$ cat src/rtl/instr_sequencer_pkg.sv
`default_nettype none
// ============================================================================
// Module   : seq_pkg
// Purpose  : Shared definitions for the instruction sequencer: opcode
//            constants, ALU-select constants, FSM state encoding, the decode
//            word and a branch-condition helper.
// Config   : SINGLE_STEP_EN adds the WAIT state to the state enumeration.
// Revision : 1.0 - initial release
// ============================================================================
package seq_pkg;

  // Opcodes (7-bit field ir[IW-1:8])
  localparam logic [6:0] c_op_nop  = 7'h00;
  localparam logic [6:0] c_op_mova = 7'h01;  // regA := literal
  localparam logic [6:0] c_op_movb = 7'h02;  // regB := literal
  localparam logic [6:0] c_op_add  = 7'h10;  // regA := regA + regB, flags
  localparam logic [6:0] c_op_sub  = 7'h11;  // regA := regA - regB, flags
  localparam logic [6:0] c_op_and  = 7'h12;  // regA := regA & regB, flags
  localparam logic [6:0] c_op_or   = 7'h13;  // regA := regA | regB, flags
  localparam logic [6:0] c_op_cmp  = 7'h14;  // flags from regA - regB only
  localparam logic [6:0] c_op_jmp  = 7'h40;
  localparam logic [6:0] c_op_jeq  = 7'h41;
  localparam logic [6:0] c_op_jne  = 7'h42;
  localparam logic [6:0] c_op_jlt  = 7'h43;
  localparam logic [6:0] c_op_jcr  = 7'h44;
  localparam logic [6:0] c_op_halt = 7'h7F;

  // ALU operand mux selects
  localparam logic [1:0] c_sel_rega = 2'd0;
  localparam logic [1:0] c_sel_regb = 2'd1;
  localparam logic [1:0] c_sel_lit  = 2'd2;
  localparam logic [1:0] c_sel_zero = 2'd3;

  // ALU operations
  localparam logic [2:0] c_alu_pass = 3'd0;
  localparam logic [2:0] c_alu_add  = 3'd1;
  localparam logic [2:0] c_alu_sub  = 3'd2;
  localparam logic [2:0] c_alu_and  = 3'd3;
  localparam logic [2:0] c_alu_or   = 3'd4;

  // FSM state encodings
  localparam logic [2:0] c_st_fetch  = 3'd0;
  localparam logic [2:0] c_st_decode = 3'd1;
  localparam logic [2:0] c_st_exec   = 3'd2;
  localparam logic [2:0] c_st_halt   = 3'd3;
`ifdef SINGLE_STEP_EN
  localparam logic [2:0] c_st_wait   = 3'd4;
`endif

  typedef enum logic [2:0] {
`ifdef SINGLE_STEP_EN
    ST_WAIT   = c_st_wait,
`endif
    ST_FETCH  = c_st_fetch,
    ST_DECODE = c_st_decode,
    ST_EXEC   = c_st_exec,
    ST_HALT   = c_st_halt
  } state_e;

  typedef struct packed {
    logic       la;
    logic       lb;
    logic [1:0] sa;
    logic [1:0] sb;
    logic [2:0] alu_op;
    logic       flag_we;
    logic       is_branch;
    logic       is_halt;
  } dec_t;

  // Branch condition against the flags held from earlier instructions.
  function automatic logic branch_taken(input logic [6:0] op,
                                        input logic z, input logic n,
                                        input logic c);
    case (op)
      c_op_jmp: branch_taken = 1'b1;
      c_op_jeq: branch_taken = z;
      c_op_jne: branch_taken = ~z;
      c_op_jlt: branch_taken = n;
      c_op_jcr: branch_taken = c;
      default:  branch_taken = 1'b0;
    endcase
  endfunction

endpackage
`default_nettype wire

$ cat src/rtl/instr_decoder.sv
`default_nettype none
// ============================================================================
// Module   : instr_decoder
// Purpose  : Purely combinational map from a 7-bit opcode to the decode word.
//            Any opcode not listed decodes to the all-zero word, which makes
//            it behave exactly like NOP.
// Ports    : opcode_i [6:0]  opcode field of the instruction register
//            dec_o           decode word (load enables, mux selects, ALU op,
//                            flag write, branch and halt markers)
// Revision : 1.0 - initial release
// ============================================================================
module instr_decoder
  import seq_pkg::*;
(
  input  logic [6:0] opcode_i,
  output dec_t       dec_o
);

  always_comb begin
    dec_o = '0;
    case (opcode_i)
      c_op_mova: begin
        dec_o.la     = 1'b1;
        dec_o.sa     = c_sel_lit;
        dec_o.sb     = c_sel_zero;
        dec_o.alu_op = c_alu_pass;
      end
      c_op_movb: begin
        dec_o.lb     = 1'b1;
        dec_o.sa     = c_sel_lit;
        dec_o.sb     = c_sel_zero;
        dec_o.alu_op = c_alu_pass;
      end
      c_op_add, c_op_sub, c_op_and, c_op_or: begin
        dec_o.la      = 1'b1;
        dec_o.sa      = c_sel_rega;
        dec_o.sb      = c_sel_regb;
        dec_o.flag_we = 1'b1;
        case (opcode_i)
          c_op_add: dec_o.alu_op = c_alu_add;
          c_op_sub: dec_o.alu_op = c_alu_sub;
          c_op_and: dec_o.alu_op = c_alu_and;
          default:  dec_o.alu_op = c_alu_or;
        endcase
      end
      c_op_cmp: begin
        dec_o.sa      = c_sel_rega;
        dec_o.sb      = c_sel_regb;
        dec_o.alu_op  = c_alu_sub;
        dec_o.flag_we = 1'b1;
      end
      c_op_jmp, c_op_jeq, c_op_jne, c_op_jlt, c_op_jcr: begin
        dec_o.is_branch = 1'b1;
      end
      c_op_halt: begin
        dec_o.is_halt = 1'b1;
      end
      default: dec_o = '0;
    endcase
  end

endmodule
`default_nettype wire

$ cat src/rtl/instr_sequencer.sv
`default_nettype none
// ============================================================================
// Module   : instr_sequencer
// Purpose  : Three-cycle FETCH/DECODE/EXEC instruction sequencer with PC,
//            Z/N/C flag register, HALT state and a saturating retired count.
// Config   : SINGLE_STEP_EN - adds input step and a WAIT state after EXEC;
//            the sequencer only proceeds to FETCH on a cycle with step=1.
// Ports    : clk, rst         clock, synchronous active-high reset
//            step             (SINGLE_STEP_EN only) advance from WAIT
//            im_data [IW]     instruction at pc_out (combinational read)
//            alu_z/n/c        ALU status for the current EXEC operands
//            pc_out [PC_W]    instruction-memory address
//            la, lb           regA / regB load enables (EXEC only)
//            sa, sb [2]       ALU A/B mux selects (EXEC only)
//            alu_op [3]       ALU operation (EXEC only)
//            literal [8]      literal field of the latched instruction
//            halted           high while in HALT
//            retired [16]     executed-instruction count, saturating
// Revision : 1.0 - initial release
// ============================================================================
module instr_sequencer
  import seq_pkg::*;
#(
  parameter int PC_W = 8,
  parameter int IW   = 15
) (
  input  logic            clk,
  input  logic            rst,
`ifdef SINGLE_STEP_EN
  input  logic            step,
`endif
  input  logic [IW-1:0]   im_data,
  input  logic            alu_z,
  input  logic            alu_n,
  input  logic            alu_c,
  output logic [PC_W-1:0] pc_out,
  output logic            la,
  output logic            lb,
  output logic [1:0]      sa,
  output logic [1:0]      sb,
  output logic [2:0]      alu_op,
  output logic [7:0]      literal,
  output logic            halted,
  output logic [15:0]     retired
);

  state_e          state_q,   state_d;
  logic [PC_W-1:0] pc_q,      pc_d;
  logic [IW-1:0]   ir_q,      ir_d;
  logic            z_q,       z_d;
  logic            n_q,       n_d;
  logic            c_q,       c_d;
  logic [15:0]     retired_q, retired_d;

  logic [6:0] w_opcode;
  dec_t       w_dec;
  logic       w_exec;

  assign w_opcode = ir_q[IW-1:8];
  assign w_exec   = (state_q == ST_EXEC);

  instr_decoder u_decoder (
    .opcode_i (w_opcode),
    .dec_o    (w_dec)
  );

  always_comb begin
    state_d   = state_q;
    pc_d      = pc_q;
    ir_d      = ir_q;
    z_d       = z_q;
    n_d       = n_q;
    c_d       = c_q;
    retired_d = retired_q;
    case (state_q)
      ST_FETCH: begin
        ir_d    = im_data;
        state_d = ST_DECODE;
      end
      ST_DECODE: begin
        state_d = ST_EXEC;
      end
      ST_EXEC: begin
        if (w_dec.flag_we) begin
          z_d = alu_z;
          n_d = alu_n;
          c_d = alu_c;
        end
        if (retired_q != 16'hFFFF) begin
          retired_d = retired_q + 16'd1;
        end
        if (w_dec.is_halt) begin
          state_d = ST_HALT;  // PC frozen on the halt instruction
        end else begin
          // Branch test uses z_q/n_q/c_q: flags from before this EXEC.
          if (w_dec.is_branch && branch_taken(w_opcode, z_q, n_q, c_q)) begin
            pc_d = PC_W'(ir_q[7:0]);
          end else begin
            pc_d = pc_q + {{(PC_W-1){1'b0}}, 1'b1};
          end
`ifdef SINGLE_STEP_EN
          state_d = ST_WAIT;
`else
          state_d = ST_FETCH;
`endif
        end
      end
      ST_HALT: begin
        state_d = ST_HALT;
      end
`ifdef SINGLE_STEP_EN
      ST_WAIT: begin
        if (step) begin
          state_d = ST_FETCH;
        end
      end
`endif
      default: begin
        state_d = ST_FETCH;
      end
    endcase
  end

  always_ff @(posedge clk) begin
    if (rst) begin
      state_q   <= ST_FETCH;
      pc_q      <= '0;
      ir_q      <= '0;
      z_q       <= 1'b0;
      n_q       <= 1'b0;
      c_q       <= 1'b0;
      retired_q <= '0;
    end else begin
      state_q   <= state_d;
      pc_q      <= pc_d;
      ir_q      <= ir_d;
      z_q       <= z_d;
      n_q       <= n_d;
      c_q       <= c_d;
      retired_q <= retired_d;
    end
  end

  // Datapath controls are gated to EXEC so DECODE and HALT never load.
  assign la      = w_exec & w_dec.la;
  assign lb      = w_exec & w_dec.lb;
  assign sa      = w_exec ? w_dec.sa     : 2'b00;
  assign sb      = w_exec ? w_dec.sb     : 2'b00;
  assign alu_op  = w_exec ? w_dec.alu_op : 3'b000;
  assign pc_out  = pc_q;
  assign literal = ir_q[7:0];
  assign halted  = (state_q == ST_HALT);
  assign retired = retired_q;

endmodule
`default_nettype wire

$ cat config.mk
export PLATFORM = sky130hd
export DESIGN_NAME = instr_sequencer
export DESIGN_NICKNAME = d
export VERILOG_FILES = /design/src/rtl/instr_sequencer_pkg.sv /design/src/rtl/instr_decoder.sv /design/src/rtl/instr_sequencer.sv
export SDC_FILE = /design/constraint.sdc
export NUM_CORES = 1
export LEC_CHECK = 0
export CORE_MARGIN = 10
export CORE_UTILIZATION = 48
export CTS_CLUSTER_DIAMETER = 100
export DETAILED_ROUTE_END_ITERATION = 10
export HOLD_SLACK_MARGIN = 0.05
export PLACE_DENSITY_LB_ADDON = 0.1
export SLEW_MARGIN = 20
export SYNTH_ARGS = -nofsm -noshare
export SYNTH_HDL_FRONTEND = slang
export SYNTH_SLANG_ARGS = --single-unit
$ cat constraint.sdc
create_clock -name clk -period 2.01 [get_ports clk]
set_input_delay 0.402 -clock clk [delete_from_list [all_inputs] [get_ports clk]]
set_output_delay 0.402 -clock clk [all_outputs]
set_load 0.005 [all_outputs]
==> impl.org <==
** Status
- The flow ran to the end, but the final reports show violations.
- Violations in the final reports :: setup timing

** Yosys
- Post-Synthesis Mean Instance Area :: 8.42 sq um
- Number of distinct library cells after synthesis :: 52
- Synth Warn # :: 0
- Counting every net in the synthesized netlist gives 299.
- After synthesis the cells add up to 0.00233 sq mm.
- Post-synthesis async set-or-reset flop share :: 0%
- Post-synthesis sequential area ratio :: 37.8%
- Post-synthesis instance total :: 277
- Top_reg_cell synth :: dfxtp_1
- The synthesized design contains 44 register bits.
- Yosys mapped a number of flops with a built-in enable equal to 0.

** Detailed routing
- Ratio of routed vias to standard cells :: 5.27
- Summed over all layers, the routed wires come to 5.86 mm.
- DRC violation count after routing :: 0
- Average wire per standard cell :: 14.5 um
- After the first detailed-routing iteration, the DRC count stood at 84.
- Vias :: 2128
- Before antenna repair, the detailed router went through 6 iterations.
- The count of nets left with antenna violations once routing finished came out at 0.

** STA
- Derived from the worst setup path, the maximum achievable clock frequency is 495 MHz.
- Subtracting the final worst setup slack from the clock period gives 2020 ps.
- Final Hold Slack :: 473 ps
- Setup repair after global routing missed its margin :: true
- Summed over all failing endpoints, the final setup total negative slack is -9.59 ps.
- The count of endpoints failing hold in the final timing report was 0.
- In the post-route analysis, the smallest setup slack over all paths is -9.59 ps.
- Final setup skew :: 8.25 ps
- Tcrit/Tclk final :: 100%
- Setup violators final :: 1
- Pins over their slew limit :: 0

** Layout
- Number of diodes :: 0
- The filler cells instantiated in the layout total 428.
- For this run, the post-layout net count is 359.
- Fraction of layout cells with a size suffix above 1 :: 15.7%
- Syn-to-layout area delta :: 32.3%
- Non-filler instance count after layout :: 404
- The finished cells cover 0.00309 sq mm.

** Clocking
- H-tree depth :: 2
- No sink is reached through more buffers than the 2 on the longest clock path.
- Counting every sink on the clock net gives 44.
- TritonCTS built the clock tree.
- CTS placed an instance of clkbuf_8 at the clock tree root.
- TritonCTS created 5 clock buffers.
- For the worst-skew pair, the clock arrives at the later sink with an insertion delay of 300 ps.
- Clock-pin slew on the worst setup and hold paths :: 80 ps

** Pwr
- Internal power contribution :: 1.32 mW
- Clock group share of total power :: 29.4%
- Net switching power :: 0.495 mW
- Part of the total power dissipated in combinational logic :: 17.9%
- Power per cell area :: 588 mW/mm^2
- In this run the static leakage power is 1.20 nW.
- Sequential cells account for 52.7% of the total power.
- Net switching is 27.3% of the power.
- Worst IR Drop VDD :: 492 uV

** Floorplanning
- For this design the top-level I/O count stands at 62.
- Initial cell density of the core :: 49.4%
- The core region is 0.00472 sq mm.
- In this run the core area contains 25 standard-cell rows.
- Die area :: 0.00805 sq mm
- In this run the vertical extent of the chip is 89.7 um.
- Die X-Extent :: 89.7 um

** Worst setup path
- Category of the worst setup path launch point :: register
- Data on the critical path arrives at its endpoint at 1620 ps.
- The worst setup path is of the reg -> out kind.
- The worst setup path is captured at an output port.
- Maximum net fanout on the critical path :: 2
- Data on the critical path is required at its endpoint by 1610 ps.

** GRT
- The first global-routing pass estimated 9.95 mm of wire.
- Leftover overflow at the end of global routing :: 0
- Maximum number of pins on one net before global-route repair :: 45
- Via count of the first global-routing pass :: 2050
- The number of antenna violations at the first check in global routing came to 0.
- Overall routing resource usage :: 14.4%

** Placed design
- In this run, placement finished with an instance count of 392.
- Routability cong. :: 0.807
- Half-perimeter wire length of the detailed placement result :: 4.18 mm
- Post-Place Worst Slack :: -87.3 ps
- Instance area at placement :: 0.00297 sq mm
- Port buffering added 60 buffers.

** Worst hold path
- Worst hold path class :: reg -> reg

** Job
- Max_cap viols :: 0
[cells in the mapped netlist (all sizes together), types with 2 or more instances]
cell type   n  area share, %
nand2      45            7.2
dfxtp      44             38
nor2       26            4.2
a21oi      21            5.2
buf        19            6.2
nand3      12            3.3
o21ai      11            2.8
xor2       11            4.1
a31oi       8            2.1
clkbuf      8            1.3
nand4       7            2.5
nor3        7            1.5
mux2i       6            2.6
a2bb2oi     5            1.9
and3        5            1.3
o2111ai     4            1.5
nand3b      3           0.97
nor2b       3           0.80
o211ai      3           0.97
and2        2           0.54
ha          2            1.1
inv         2           0.32
nand2b      2           0.64
nand4b      2           0.75
nor4        2            1.4
nor4b       2            1.7
or2         2           0.54
xnor2       2           0.75
[kinds of logic (layout without fill, tap and decap cells)]
kind of cell               Yosys count  in the layout  synth area share [%]
buffers and inverters               29             89                  7.83
xor gates and xnor gates            13             13                  4.88
adders and majority gates            2              2                  1.07
muxes                                6              6                  2.58
other                                1              1                 0.161
AOI/OAI and AO/OA                   57             57                  16.5
and+or+nand+nor                    125            125                  29.2
DFF                                 44             44                  37.8
[routing by layer]
layer | GRT usage (%) | part of all wire [%] | wire length (um)
met1 | 17.5 | 45 | 2670
met2 | 23.5 | 48 | 2830
met3 | 4.57 | 5.2 | 303
met4 | 4.31 | 1.1 | 64
met5 | 0 | 0 | 0
[path summary, 6_finish.rpt]
check	startpoint	to	slack, ps	cells after the start
worst max-delay path	state_q[1]	sb[0]	-10	7
worst min-delay path	ir_q[5]	ir_q[5]	470	2
worst max register to register	state_q[1]	c_q	310	9
worst min register to register	ir_q[5]	ir_q[5]	470	2
[placed cells by master, fill, tap and decap left out, types with 2 or more instances in the layout]
cell / netlist / final
xor2_1: 11 / 11
xnor2_1: 2 / 2
a21oi_1: 19 / 19
nor2b_1: 3 / 2
buf_2: 2 / 6
nand4_1: 6 / 6
buf_6: 3 / 2
or2_2: 2 / 2
clkdlybuf4s50_1: 0 / 51
a2bb2oi_1: 5 / 5
buf_4: 13 / 17
inv_1: 2 / 2
nor2_1: 26 / 26
nand3b_1: 3 / 3
and3_1: 5 / 5
and2_1: 2 / 2
mux2i_1: 6 / 6
clkbuf_8: 0 / 5
ha_1: 2 / 2
dfxtp_1: 44 / 43
o21ai_1: 4 / 4
o21ai_0: 6 / 6
o2111ai_1: 4 / 4
nand3_1: 10 / 10
nor3_1: 7 / 5
o211ai_1: 3 / 3
nand2_1: 45 / 45
nand4b_1: 2 / 2
a31oi_1: 8 / 8
[state kept, by name, summed over array words and instances (netlist names)]
| signal | cells |
|---|---|
| n_q | 1 |
| state_q | 2 |
| pc_out | 8 |
| retired | 16 |
| c_q | 1 |
| z_q | 1 |
| ir_q | 15 |
[power by group through the flow]
| stage | clock (mW) | combinational [mW] | sequential, mW |
|---|---|---|---|
| floorplan | 0 | 0.198 | 0.961 |
| global placement | 0 | 0.307 | 0.972 |
| detailed placement | 0 | 0.312 | 0.974 |
| CTS | 0.547 | 0.323 | 0.955 |
| global route | 0.578 | 0.358 | 0.964 |
| finish | 0.534 | 0.324 | 0.957 |
[final cells by class]
type	instances	area [sq um]	area share, %
clock inverters	1	5.00	0.162
multi-input cells	204	1300	42.1
inverters	2	7.51	0.243
well taps	67	83.8	2.72
repair buffers	80	737	23.9
clock buffers	6	72.6	2.35
flip-flops and latches	44	882	28.6
[worst max-delay path: stages (launching register included)]
cell and delay, ps:
dfxtp_2 330, nor2b_4 140, nor4b_4 290, buf_4 180
buf_6 90, nand3_4 70, o31ai_2 70, buf_2 150
[through the flow]
step / utilization (%) / total power [mW]
floorplan: - / 1.16
global placement: 62.8 / 1.28
detailed placement: 62.8 / 1.29
CTS: 65.2 / 1.83
global route: 65.3 / 1.90
finish: 65.3 / 1.82
[what timing repair did]
action                                  4_1_cts  5_1_grt
hold buffers                                  0        0
endpoints found under the setup margin        8        7
resized for setup                            26       12
pin swaps                                     1        1
endpoints found under the hold margin         0        0
setup buffers                                 3        2
No activity file was read; power rests on OpenSTA's default activity.
